--- src/rtl/router_fifo_ptr.sv ---
// 16-entry input buffer for one router port: in-order byte storage with binary
// pointers exported to the downstream binary_to_gray stage.
module router_fifo_ptr #(
  parameter int WIDTH = 8,
  parameter int AW    = 4
) (
  input  logic             clock,
  input  logic             rst,
  input  logic             wr_en,
  input  logic [WIDTH-1:0] din,
  input  logic             rd_en,
  output logic [WIDTH-1:0] dout,
  output logic             full,
  output logic             empty,
  output logic [AW:0]      count,
  output logic [AW-1:0]    wr_ptr,
  output logic [AW-1:0]    rd_ptr,
  output logic             overflow,
  output logic             underflow
);

  localparam int DEPTH = 1 << AW;

  logic [WIDTH-1:0] mem_q [DEPTH];

  logic [AW:0]      wr5_q, wr5_d;
  logic [AW:0]      rd5_q, rd5_d;
  logic [WIDTH-1:0] dout_q, dout_d;
  logic             overflow_q, overflow_d;
  logic             underflow_q, underflow_d;
  logic             wr_acc, rd_acc;

  // Bit AW is the wrap bit: equal pointers mean empty, differing wrap bits
  // with equal addresses mean full.
  assign empty  = (wr5_q == rd5_q);
  assign full   = (wr5_q[AW] != rd5_q[AW]) && (wr5_q[AW-1:0] == rd5_q[AW-1:0]);
  assign count  = wr5_q - rd5_q;
  assign wr_ptr = wr5_q[AW-1:0];
  assign rd_ptr = rd5_q[AW-1:0];

  assign dout      = dout_q;
  assign overflow  = overflow_q;
  assign underflow = underflow_q;

  // Acceptance looks only at start-of-cycle flags, so a read never frees a
  // slot for a same-cycle write and a write never feeds a same-cycle read.
  assign wr_acc = wr_en & ~full;
  assign rd_acc = rd_en & ~empty;

  always_comb begin
    wr5_d       = wr5_q + {{AW{1'b0}}, wr_acc};
    rd5_d       = rd5_q + {{AW{1'b0}}, rd_acc};
    dout_d      = dout_q;
    if (rd_acc) begin
      dout_d = mem_q[rd5_q[AW-1:0]];
    end
    overflow_d  = wr_en & full;
    underflow_d = rd_en & empty;
  end

  always_ff @(posedge clock or posedge rst) begin
    if (rst) begin
      wr5_q       <= '0;
      rd5_q       <= '0;
      dout_q      <= '0;
      overflow_q  <= 1'b0;
      underflow_q <= 1'b0;
    end else begin
      wr5_q       <= wr5_d;
      rd5_q       <= rd5_d;
      dout_q      <= dout_d;
      overflow_q  <= overflow_d;
      underflow_q <= underflow_d;
    end
  end

  // Storage is deliberately left out of reset; the pointers alone define validity.
  always_ff @(posedge clock) begin
    if (wr_acc) begin
      mem_q[wr5_q[AW-1:0]] <= din;
    end
  end

endmodule
--- config.mk ---
export PLATFORM = sky130hd
export DESIGN_NAME = router_fifo_ptr
export DESIGN_NICKNAME = d
export VERILOG_FILES = /design/src/rtl/router_fifo_ptr.sv
export SDC_FILE = /design/constraint.sdc
export NUM_CORES = 1
export LEC_CHECK = 0
export CAP_MARGIN = 5
export CORE_AREA = 2 2 131 95
export DETAILED_ROUTE_END_ITERATION = 6
export DIE_AREA = 0 0 133 97
export GPL_TIMING_DRIVEN = 1
export PLACE_DENSITY_LB_ADDON = 0.3
export SKIP_LAST_GASP = 1
export SYNTH_ARGS = -nofsm -noshare
export SYNTH_HDL_FRONTEND = slang
export SYNTH_SLANG_ARGS = --single-unit
export TNS_END_PERCENT = 5
--- constraint.sdc ---
create_clock -name clock -period 2.8 [get_ports clock]
set_input_delay 0.7 -clock clock [delete_from_list [all_inputs] [get_ports clock]]
set_output_delay 0.7 -clock clock [all_outputs]
set_load 0.02 [all_outputs]
==> impl_metrics.yaml <==
pwr:
  pwr-share-comb_pct: 37.8
  clkPwrFrac_pct: 27.6
  p_switching_mw: 2.86
  seq_power_share_pct: 34.5
  p_leak_nw: 2.64
  p_sw_share_pct: 34.4
  finalPower_mw: 8.32
  ir_worst_vdd_mv: 0.772
  power.density_mw_per_mm2: 1150
  p_int_mw: 5.46
hold_path:
  hold-path-cell-count: 1
  holdCritPathClass: "flop to flop"
  whs_endpoint: "rd5_q[4]"
  hold_start: "rd5_q[4]"
routing:
  vias_per_cell: 5.51
  drt-total-wl_mm: 12.6
  drc: 0
  dr.pass1.iters: 4
  detail-route-antenna-nets: 0
  wl_per_cell_um: 21.4
  drtIter0Drc: 289
  vias: 3248
synthesis:
  netlist_top_cells_count: "128 x edfxtp_1, 48 x mux2i_1, 31 x nor2_1, 20 x dfrtp_1, 15 x o22ai_1"
  yosys.area.top_type_share_pct: 63.9
  synth_top_family_by_area: "multiplexers"
  synth_compound_area_share_pct: 5.20
  synth_seq_cells: 148
  muxShareOfSynthArea_pct: 11.0
  syn_nets: 381
  post-synth-top-count-cell: "edfxtp_1"
  netlist_instances: 360
  synth-warning-count: 0
  synth_area_per_cell_sq_um: 16.7
  ys_seq_area_share_pct: 72.3
  synth_enable_flop_cells: 128
  synthSimpleGateAreaFrac_pct: 4.27
  synth_area_leaders: "edfxtp_1 64%, dfrtp_1 8.3%, mux2i_1 8.0%, mux4_2 3.0%, nor2_1 1.9%"
  synth_area_sq_mm: 0.00601
  synth_xor_xnor_area_share_pct: 1.60
  synthArstFlopShare_pct: 13.5
  yosys.area_share.adder_pct: 2.00
  synth_ff_type: "edfxtp_1"
  synth_top_area_cell: "edfxtp_1"
  synth.distinct_cells: 34
layout:
  areaGrowthSynthToFinish_pct: 20.1
  final_cell_area_sq_mm: 0.00722
  fillers: 819
  layout.nets: 441
  fin_cells: 590
  drive_above_1_share_pct: 16.6
  diodes: 0
floorplanning:
  placementRows: 33
  dieWidth_um: 133
  die_y_um: 97
  core_area_sq_mm: 0.0115
  start_util_pct: 52.2
  ios: 37
  design.die.area_sq_mm: 0.0129
place:
  place_inst: 558
  place_hpwl_mm: 8.26
  port_buffers: 36
  pre_cts_ws_ns: 0.0400
  place_area_sq_mm: 0.00661
  gp_congestion: 0.971
timing:
  grt_setup_unrepaired: "yes"
  clock.fmax_mhz: 342
  final_hold_viol_count: 0
  tightest_slew_ns: 0.799
  setup_slack_ns: -0.124
  skew_ns: 0.00843
  finalCritPeriodShare_pct: 104
  max-slew-margin-rel_pct: 46.6
  final_max_slew_viol_count: 0
  layout_min_cycle_time_ns: 2.92
  setup_viol: 5
global_routing:
  globalRoute.busiestLayer: "met1"
  grt_pass1_vias: 3215
  gr-usage-met3_pct: 4.14
  globalRouteMet2Util_pct: 29.6
  grtUsageTotal_pct: 20.5
  grt_overflow_total: 0
  grt_antenna_before_repair: 0
  grt_first_pass_wirelength_mm: 18.9
  global_route.usage.met1_pct: 31.2
  grt_max_degree: 59
critical_path:
  timing.rr.end: "mem_q[0][4]"
  r2r_start: "rd5_q[1]"
  arrival_ns: 2.22
  critPathMaxStageDelay_ns: 0.61
  worst-endpoint-required_ns: 2.10
  regToRegSetupSlack_ns: 0.17
  end_kind: "primary output"
  path_cells: "inv_1 -> ha_1 -> nand4_1 -> nor2_1 -> clkdlybuf4s50_1"
  rr_worst_depth: 7
  critical_path.startpoint_type: "flop"
  cp_slowest_cell: "clkdlybuf4s50_1"
  critical_path_class: "flop to primary output"
  path_max_fanout: 4
clock_tree:
  hold_buffers: 0
  clock-sinks: 148
  numCtsBuffers: 17
  h-tree-depth: 4
  cts_tree: "done"
  clockRootBuffer: "clkbuf_16"
  post_cts_resized: 4
  cts.clk_slew.worst_paths_ns: 0.07
  cts_setup_buffers: 0
  cts_buffer_depth: 2
  clk-insertion-delay-late_ns: 0.42
run_status:
  status: "complete, but fails checks"
  violations: "setup timing"
job:
  drv_cap: 0
[power groups by stage]
stage	Combinational [mW]	Clock (mW)	Sequential, mW
after floorplan	2.02	0	2.98
after global placement	3.15	0	2.90
after detailed placement	3.19	0	2.92
after CTS	3.15	2.32	2.88
after global routing	3.34	2.42	2.91
final	3.15	2.30	2.87
[flip-flops by register name, indices dropped and copies added (netlist names)]
name and flops:
wr5_q 5, underflow 1, rd5_q 5, dout 8, overflow 1, mem_q 128
[how the worst max path moves through the flow]
stage,from,endpoint
2_1_floorplan,rd5_q[3],mem_q[0][0]
3_3_place_gp,rd5_q[0],count[4]
3_5_place_dp,rd5_q[0],count[4]
4_1_cts,rd5_q[0],count[4]
5_1_grt,rd5_q[0],count[4]
6_report,rd5_q[1],full
[cell families (layout without fill, tap and decap cells)]
kind of cell | after synthesis | after routing
flops | 148 | 148
mux | 56 | 56
simple gates | 55 | 55
compound gates | 46 | 46
buf+inv | 35 | 108
xor+xnor | 11 | 11
fa+ha+maj | 9 | 9
[layout make-up]
type                    instances  area [sq um]  share of cell area [%]
well taps                     157           196                    2.72
flip-flops and latches        148          4350                    60.2
multi-input cells             177          1450                    20.1
inverters                      12          45.0                   0.624
clock buffers                  18           429                    5.94
clock inverters                14           176                    2.44
repair buffers                 64           574                    7.95
[cells in the final DEF (no fill, tap or decap), types with 2 or more instances in the layout]
cell type,n
edfxtp_1,128
mux2i_1,48
clkdlybuf4s50_1,32
nor2_1,31
buf_4,27
dfrtp_1,19
clkbuf_16,17
o22ai_1,15
inv_1,12
nand3_1,9
xnor2_1,8
mux4_2,8
a221oi_1,8
o21ai_1,8
a31oi_1,8
ha_1,8
nor3_1,5
clkinvlp_4,5
xor2_1,3
a21oi_1,3
bufinv_16,3
inv_6,3
a21o_1,2
nand2b_1,2
clkinv_4,2
dlygate4sd2_1,2
[worst max-delay path: cells and delay by family (launching register included)]
| family | cells | cell delay (ns) |
|---|---|---|
| simple gates | 2 | 0.36 |
| buf+inv | 2 | 0.68 |
| fa+ha+maj | 1 | 0.33 |
| flops | 1 | 0.45 |
[metal layers]
| metal | up-vias | share of wire, % |
|---|---|---|
| met2 | 94 | 45 |
| met3 | 17 | 6.2 |
| met5 | - | 0 |
| met4 | 0 | 1.6 |
| met1 | 1634 | 47 |
| li1 | 1503 | - |
[stage by stage]
stage,hold WS [ns],utilization (%),TNS (ns)
2_1_floorplan,0.501,-,-1.07
3_3_place_gp,0.515,57.4,0
3_5_place_dp,0.521,57.4,0
4_1_cts,0.529,62.6,-0.580
5_1_grt,0.556,62.7,-0.909
6_report,0.530,62.7,-0.395
Note: power is estimated with default switching activity, not from simulation.
